`src/rtl/mem_bit_sequencer_pkg.sv`:
```
// Shared definitions for the pattern-RAM bit sequencer: FSM state encoding
// and the read-to-output latency that sets how long the pipeline drains.
package mem_bit_sequencer_pkg;

  typedef enum logic [1:0] {
    IDLE  = 2'd0,
    RUN   = 2'd1,
    DRAIN = 2'd2,
    FIN   = 2'd3
  } seq_state_t;

  // RAM DOA register plus SER_OUT register.
  localparam int RAM_LATENCY = 2;
  localparam int DRAIN_CNT_W = 2;

endpackage

```
`src/rtl/mem_bit_sequencer.sv`:
```
// Plays a bit pattern out of the 1-bit RAM port as a gap-free serial stream,
// walking an address window a programmable number of times.
import mem_bit_sequencer_pkg::*;

module mem_bit_sequencer #(
  parameter int ADDR_WIDTH = 14,
  parameter int REP_WIDTH  = 8
) (
  input  logic                  i_clk,
  input  logic                  i_rst_n,
  input  logic                  i_start,
  input  logic                  i_stop,
  input  logic [ADDR_WIDTH-1:0] i_start_addr,
  input  logic [ADDR_WIDTH:0]   i_length,
  input  logic [REP_WIDTH-1:0]  i_repeat,
  output logic                  o_mem_en,
  output logic [ADDR_WIDTH-1:0] o_mem_addr,
  input  logic                  i_mem_data,
  output logic                  o_ser_out,
  output logic                  o_ser_valid,
  output logic                  o_busy,
  output logic                  o_done
);

  localparam int LEN_W = ADDR_WIDTH + 1;

  seq_state_t             r_state;
  logic [ADDR_WIDTH-1:0]  r_start_addr;
  logic [LEN_W-1:0]       r_length;
  logic [REP_WIDTH-1:0]   r_repeat;
  logic [ADDR_WIDTH-1:0]  r_addr;
  logic [LEN_W-1:0]       r_bit_cnt;
  logic [REP_WIDTH-1:0]   r_pass_cnt;
  logic [DRAIN_CNT_W-1:0] r_drain_cnt;
  logic                   r_mem_en;
  logic                   r_busy;
  logic                   r_done;
  logic                   r_pipe_valid;
  logic                   r_ser_valid;
  logic                   r_ser_out;

  logic w_pass_end;
  logic w_last_issue;

  // r_bit_cnt holds the 1-based index of the bit being issued this cycle.
  assign w_pass_end   = (r_bit_cnt == r_length);
  assign w_last_issue = w_pass_end && (r_repeat != '0) &&
                        (r_pass_cnt == r_repeat - REP_WIDTH'(1));

  always_ff @(posedge i_clk or negedge i_rst_n) begin
    if (!i_rst_n) begin
      r_state      <= IDLE;
      r_start_addr <= '0;
      r_length     <= '0;
      r_repeat     <= '0;
      r_addr       <= '0;
      r_bit_cnt    <= '0;
      r_pass_cnt   <= '0;
      r_drain_cnt  <= '0;
      r_mem_en     <= 1'b0;
      r_busy       <= 1'b0;
      r_done       <= 1'b0;
    end else begin
      case (r_state)
        IDLE: begin
          r_done <= 1'b0;
          if (i_start && !i_stop) begin
            r_start_addr <= i_start_addr;
            r_length     <= i_length;
            r_repeat     <= i_repeat;
            if (i_length == '0) begin
              r_state <= FIN;
              r_done  <= 1'b1;
            end else begin
              r_state    <= RUN;
              r_mem_en   <= 1'b1;
              r_busy     <= 1'b1;
              r_addr     <= i_start_addr;
              r_bit_cnt  <= LEN_W'(1);
              r_pass_cnt <= '0;
            end
          end
        end
        RUN: begin
          if (w_last_issue || i_stop) begin
            r_state     <= DRAIN;
            r_mem_en    <= 1'b0;
            r_drain_cnt <= DRAIN_CNT_W'(RAM_LATENCY - 1);
          end else if (w_pass_end) begin
            r_addr     <= r_start_addr;
            r_bit_cnt  <= LEN_W'(1);
            r_pass_cnt <= r_pass_cnt + REP_WIDTH'(1);
          end else begin
            r_addr    <= r_addr + ADDR_WIDTH'(1);
            r_bit_cnt <= r_bit_cnt + LEN_W'(1);
          end
        end
        DRAIN: begin
          if (r_drain_cnt == '0) begin
            r_state <= FIN;
            r_busy  <= 1'b0;
            r_done  <= 1'b1;
          end else begin
            r_drain_cnt <= r_drain_cnt - DRAIN_CNT_W'(1);
          end
        end
        FIN: begin
          r_done  <= 1'b0;
          r_state <= IDLE;
        end
        default: r_state <= IDLE;
      endcase
    end
  end

  // Valid tracks the read through the RAM register and into SER_OUT.
  always_ff @(posedge i_clk or negedge i_rst_n) begin
    if (!i_rst_n) begin
      r_pipe_valid <= 1'b0;
      r_ser_valid  <= 1'b0;
      r_ser_out    <= 1'b0;
    end else begin
      r_pipe_valid <= r_mem_en;
      r_ser_valid  <= r_pipe_valid;
      r_ser_out    <= r_pipe_valid & i_mem_data;
    end
  end

  assign o_mem_en    = r_mem_en;
  assign o_mem_addr  = r_addr;
  assign o_ser_out   = r_ser_out;
  assign o_ser_valid = r_ser_valid;
  assign o_busy      = r_busy;
  assign o_done      = r_done;

endmodule

```
`config.mk`:
```
export PLATFORM = sky130hd
export DESIGN_NAME = mem_bit_sequencer
export DESIGN_NICKNAME = d
export VERILOG_FILES = /design/src/rtl/mem_bit_sequencer_pkg.sv /design/src/rtl/mem_bit_sequencer.sv
export SDC_FILE = /design/constraint.sdc
export NUM_CORES = 1
export LEC_CHECK = 0
export BUFFER_PORTS_ARGS = -buffer_cell sky130_fd_sc_hd__buf_2
export CORE_AREA = 8 8 114 116
export DETAILED_ROUTE_END_ITERATION = 10
export DIE_AREA = 0 0 122 124
export GPL_ROUTABILITY_DRIVEN = 0
export GPL_TIMING_DRIVEN = 0
export SLEW_MARGIN = 20
export SYNTH_ARGS = -nofsm -noshare
export SYNTH_HDL_FRONTEND = slang
export SYNTH_SLANG_ARGS = --single-unit
```
`constraint.sdc`:
```
create_clock -name i_clk -period 4.7 [get_ports i_clk]
set_input_delay 0.94 -clock i_clk [delete_from_list [all_inputs] [get_ports i_clk]]
set_output_delay 0.94 -clock i_clk [all_outputs]
set_load 0.01 [all_outputs]
```
==> results.yml, run 1 <==
die:
  die_y_um: 124
  dieArea_mm2: 0.01513
  io_pins: 61
  core_area_mm2: 0.01117
  core.rowCount: 39
  die_w_um: 122
  start_util: 0.4371
clock_network:
  cts_made_buffers: 9
  ctsResizeCount: 0
  path_clk_slew_ps: 60
  clock_latency_ps: 340
  postCtsHoldBufs: 0
  cts_buffer_depth: 2
  cts_sinks: 84
  htreeDepth: 3
  cts_tree: "done"
  cts_root_buf: "clkbuf_16"
  post-cts-setup-buffer-count: 0
global_route:
  grt.overflow.total: 0
  grt_pass1_vias: 4276
  grt_max_degree: 52
  grt_pass1_wl_um: 22490
  antenna_found_initial: 0
  grtUsageTotal: 0.1886
cells_and_area:
  fin_nets: 691
  num_antenna_cells: 0
  layout.cells.non_filler: 787
  drive_gt1_frac: 0.1475
  areaGrowthSynthToFinish_pct: 16.85
  fill_cells: 1076
synthesis:
  synthArstFlopShare: 1.000
  synth_flop_cell: "dfrtp_1"
  synth_cell_types: 54
  ys_seq_area_frac: 0.4303
  synth_edf_count: 0
  synth-seq-cells: 84
  yosysWarnings: 0
  postSynthAreaPerCell_um2: 8.600
  synthCells: 568
  syn-num-nets: 620
  netlist_area_mm2: 0.004885
run_status:
  status: "complete, no violations"
sta:
  setup_viol: 0
  worst_slack_ps: 1682
  hold_viol: 0
  slew_headroom: 0.3956
  setup_tns_ps: 0
  fmax_ghz: 0.3313
  fin_skew_ps: 7.833
  min_period_over_period: 0.6422
  slew_violations: 0
  min_period_ps: 3018
  rsz0062_at_grt: "false"
  tightest_slew_ps: 899.7
critical_path:
  arrival_ps: 3280
  crit_fanout: 10
  r2r_end: "o_mem_addr[12]"
  path_buf_inv: 4
  reg2reg_slack_ps: 1720
  crit_path_top_delay_cell: "nor4_1"
  critPathKind: "input port to register"
  end_kind: "register"
  cp_data_required_time_ps: 4960
  path_delay_family: "simple AND/OR/NAND/NOR gates"
  worstSetupStartpointType: "input port"
  reg2reg_depth: 11
  cpPeakStageDelay_ps: 530
  crit_chain: "buf_2, nor4_1, a41o_1, and2_1, buf_6, nor4_2, o21ai_1, buf_2, buf_2, nand2_1, a21oi_1"
  rr_startpoint: "r_state[1]"
  crit_top_cell: "buf_2"
hold_path:
  hp-class: "register to register"
  whs_path_depth: 0
  hp-start: "r_pipe_valid"
  min_to: "o_ser_valid"
drt:
  routedWlPerCell_um: 17.02
  drc: 0
  drt-initial-drc-count: 266
  drtPass1Iterations: 5
  antenna_left: 0
  wirelength_um: 13390
  vias_per_cell: 5.504
  vias: 4332
pwr:
  power_density_mw_per_mm2: 582.0
  ir_worst_vdd_mv: 0.2521
  total_leakage_power_nw: 2.773
flow_run:
  max_cap_violations: 0
placement:
  port-buffer-count: 59
  dp_slack_ps: 1372
  dp_hpwl_um: 9876
  placedCellCount: 771
synth_stat cells, drive strengths merged (4+ instances only):
cell type | n | area (um2)
nor3 | 15 | 75.07
nor2b | 6 | 37.54
nor2 | 41 | 153.9
a21oi | 23 | 115.1
buf | 14 | 81.32
nand3b | 7 | 65.06
and3 | 5 | 31.28
nor4 | 12 | 81.33
nand4 | 15 | 93.84
nand2b | 7 | 43.79
mux2i | 19 | 190.2
ha | 10 | 125.1
xor2 | 16 | 140.1
o21ai | 26 | 130.1
nand2 | 134 | 503.0
clkbuf | 15 | 56.30
dfrtp | 84 | 2102
a31oi | 9 | 56.30
nand3 | 19 | 95.09
inv | 16 | 60.06
o211ai | 4 | 30.03
and2 | 9 | 56.30
a22o | 19 | 166.4
xnor2 | 10 | 87.58
placed cells by master (no fill, tap or decap), types with 11 or more instances in the layout:
master / n
clkbuf_1: 17
nand4_1: 15
nor4_1: 11
a22o_1: 19
buf_2: 69
nor2_1: 41
xor2_1: 16
nand3_1: 19
inv_1: 16
mux2i_1: 19
nor3_1: 15
dfrtp_1: 84
o21ai_0: 24
a21oi_1: 23
nand2_1: 134
metrics by stage:
step	area (um2)	utilization	total power [W]	hold WS, ps
after floorplan	4885	-	0.002130	346.7
after global placement	5359	0.4796	0.002508	351.1
after detailed placement	5389	0.4823	0.002561	355.0
after CTS	5708	0.5108	0.003343	369.2
after global routing	5708	0.5108	0.003570	390.6
final	5708	0.5108	0.003322	366.6
power breakdown:
| part | internal, W | switching [W] |
|---|---|---|
| Combinational | 0.000527 | 0.000759 |
| Sequential | 0.000997 | 0.000264 |
| Clock | 0.000480 | 0.000296 |
| Total | 0.00200 | 0.00132 |
state kept, by name (all words and copies together) (netlist names):
register and flops:
r_bit_cnt 15, r_length 15, o_mem_addr 14, r_start_addr 14
r_pass_cnt 8, r_repeat 8, r_drain_cnt 2, r_state 2
o_busy 1, o_done 1, o_mem_en 1, o_ser_out 1
o_ser_valid 1, r_pipe_valid 1
cells by family after synthesis:
family | after synthesis | synth area share
AND/OR/NAND/NOR | 278 | 0.2661
adder cells (fa/ha/maj) | 10 | 0.02561
XOR/XNOR | 26 | 0.04662
buffers and inverters | 45 | 0.04047
multiplexers | 21 | 0.04354
flip-flops | 84 | 0.4303
AO/OA/AOI/OAI | 104 | 0.1473
routing by layer:
layer / global-route usage / part of all wire / wire length, um / vias to the layer above
met3: 0.04533 / 0.053 / 707 / 11
met1: 0.2526 / 0.47 / 6278 / 2100
met4: 0.05628 / 0.011 / 153 / 0
met5: 0 / 0 / 0 / -
li1: - / - / - / 2131
met2: 0.2962 / 0.47 / 6256 / 90
worst max-delay path by stage:
stage | from | depth (start not counted) | slack (ps) | end
2_1_floorplan | i_stop | 10 | 1890 | r_pass_cnt[6]
3_3_place_gp | i_length[2] | 9 | 1420 | r_bit_cnt[8]
3_5_place_dp | i_length[2] | 11 | 1370 | r_bit_cnt[13]
4_1_cts | i_length[2] | 11 | 1720 | r_bit_cnt[13]
5_1_grt | r_state[0] | 11 | 1510 | o_mem_addr[10]
6_report | i_length[2] | 11 | 1680 | r_bit_cnt[13]
cell type report:
type	instances	area (um2)	area share
multi-input cells	439	2585	0.4529
flip-flops and latches	84	2102	0.3683
plain buffers	29	137.6	0.02411
clock buffers	12	246.5	0.04318
inverters	16	60.06	0.01052
repair buffers	60	325.3	0.05699
well taps	143	178.9	0.03135
clock inverters	4	72.57	0.01271
Power figures use the tool's default switching activity.
==> inputs of run 2 (changes only) <==
==> constraint.sdc (replaced) <==
create_clock -name i_clk -period 2.8 [get_ports i_clk]
set_input_delay 0.56 -clock i_clk [delete_from_list [all_inputs] [get_ports i_clk]]
set_output_delay 0.56 -clock i_clk [all_outputs]
set_load 0.01 [all_outputs]
==> run 2 against run 1 <==
  * Hold slack got worse by 190 ps
  * Sequential power rose by 68%
  * Flip-flop and latch count did not move
  * Core utilization rose by 0.88 points
  * Via count rose by 0.69%
  * Non-clock buffer count rose by 5
  * Clock-buffer cell count did not move
  * Die area did not move
  * Clock skew rose by 0.83 ps
  * Global-route usage rose by 0.18 points
  * Critical path depth fell by 1
  * Largest cell class unchanged
==> results.yml, run 2 (same netlist as run 1, synthesis figures left out) <==
sta:
  slew_headroom: 0.3524
  tightest_slew_ps: 964.0
  fin_skew_ps: 8.659
  setup_tns_ps: 0
  slew_violations: 0
  min_period_ps: 2694
  rsz0062_at_grt: "true"
  setup_viol: 0
  min_period_over_period: 0.9620
  worst_slack_ps: 106.3
  hold_viol: 0
  fmax_ghz: 0.3712
die:
  die_y_um: 124
  start_util: 0.4371
  die_w_um: 122
  dieArea_mm2: 0.01513
  io_pins: 61
  core_area_mm2: 0.01117
  core.rowCount: 39
cells_and_area:
  fill_cells: 1074
  areaGrowthSynthToFinish_pct: 18.88
  drive_gt1_frac: 0.1695
  final_cell_mix: "nand2_1, dfrtp_1, buf_2"
  layout.cells.non_filler: 792
  fin_nets: 696
  seq_area_mm2: 0.002103
  num_antenna_cells: 0
  layout_commonest_cell: "nand2_1"
  largestRegisters: "r_bit_cnt: 15 flops, r_length: 15 flops"
  final_util: 0.5197
  multiInputGateArea_mm2: 0.002628
global_route:
  antenna_found_initial: 0
  grt_max_degree: 52
  grt_pass1_wl_um: 22670
  grtUsageTotal: 0.1905
  grt.overflow.total: 0
  grt_pass1_vias: 4300
clock_network:
  clock_latency_ps: 350
  htreeDepth: 3
  path_clk_slew_ps: 60
  cts_tree: "done"
  cts_sinks: 84
  cts_root_buf: "clkbuf_16"
  cts_made_buffers: 9
  cts_buffer_depth: 2
critical_path:
  crit_fanout: 7
  worstSetupStartpointType: "register"
  crit_top_cell: "a31oi_1"
  crit_chain: "inv_2, ha_1, clkbuf_4, nand3b_4, a41o_4, nand2_1, nand2b_1, nor3_1, a31oi_1, a31oi_1"
  end_kind: "register"
  cp_data_required_time_ps: 3060
  cpPeakStageDelay_ps: 740
  crit_path_top_delay_cell: "nor3_1"
  arrival_ps: 2950
  critPathKind: "register to register"
drt:
  drt-initial-drc-count: 297
  antenna_left: 0
  wirelength_um: 13640
  vias_per_cell: 5.508
  drtPass1Iterations: 5
  routedWlPerCell_um: 17.22
  drc: 0
  vias: 4362
placement:
  dp_slack_ps: -171.7
  port-buffer-count: 59
  dp_hpwl_um: 9876
  placedCellCount: 771
run_status:
  status: "complete, no violations"
pwr:
  power_density_mw_per_mm2: 973.9
  ir_worst_vdd_mv: 0.4492
  total_leakage_power_nw: 2.812
flow_run:
  max_cap_violations: 0
hold_path:
  hp-class: "input port to async pin"
run 2: cell types whose count changed in the layout (fill, tap and decap cells not counted), sizes merged:
cell    delta
buf        +3
clkbuf     +2
run 2: worst max-delay path, delay by kind of cell, from the launching register on:
family | cells | cell delay, ps
buf+inv | 2 | 280
flops | 1 | 430
fa+ha+maj | 1 | 130
compound gates | 3 | 670
simple gates | 4 | 1090
run 2: cell type report:
class / instances / area share
multi-input combinational: 439 / 0.4525
tap: 143 / 0.03081
clock inverter: 4 / 0.01250
buffer: 29 / 0.02672
timing repair buffer: 65 / 0.06249
clock buffer: 12 / 0.04245
sequential: 84 / 0.3622
inverter: 16 / 0.01034
run 2: metrics by stage:
step                hold slack (ps)  area, um2  power, W
floorplan                     264.4       4885  0.003575
global placement              351.1       5359  0.004209
detailed placement            355.0       5389  0.004300
CTS                           195.3       5733  0.005625
global route                  207.8       5807  0.006077
finish                        172.5       5807  0.005655
run 2: layer usage:
metal / wire (um) / track usage
met1: 6362 / 0.2546
met2: 6370 / 0.3003
met3: 758 / 0.04533
met4: 148 / 0.05628
met5: 0 / 0
run 2: power breakdown:
part | internal (W) | switching, W
clock network | 0.000805 | 0.000494
logic | 0.000926 | 0.00131
registers | 0.00167 | 0.000446
total | 0.00341 | 0.00225
run 2: repair_timing:
action	4_1_cts	5_1_grt
resized for setup	5	17
setup buffers	1	4
hold buffers	0	0
pin swaps	1	2
endpoints found under the setup margin	22	34
run 2: path summary, 6_finish.rpt:
kind / startpoint / end / slack [ps] / depth (start not counted)
hold / removal: i_rst_n / o_ser_out / 170 / 1
hold reg to reg: r_pipe_valid / o_ser_valid / 370 / 0
max in group asynchronous: i_rst_n / r_bit_cnt[11] / 1990 / 2
setup reg to reg: r_state[1] / r_bit_cnt[11] / 110 / 10
min in group i_clk: r_pipe_valid / o_ser_valid / 370 / 0
setup / recovery: r_state[1] / r_bit_cnt[11] / 110 / 10
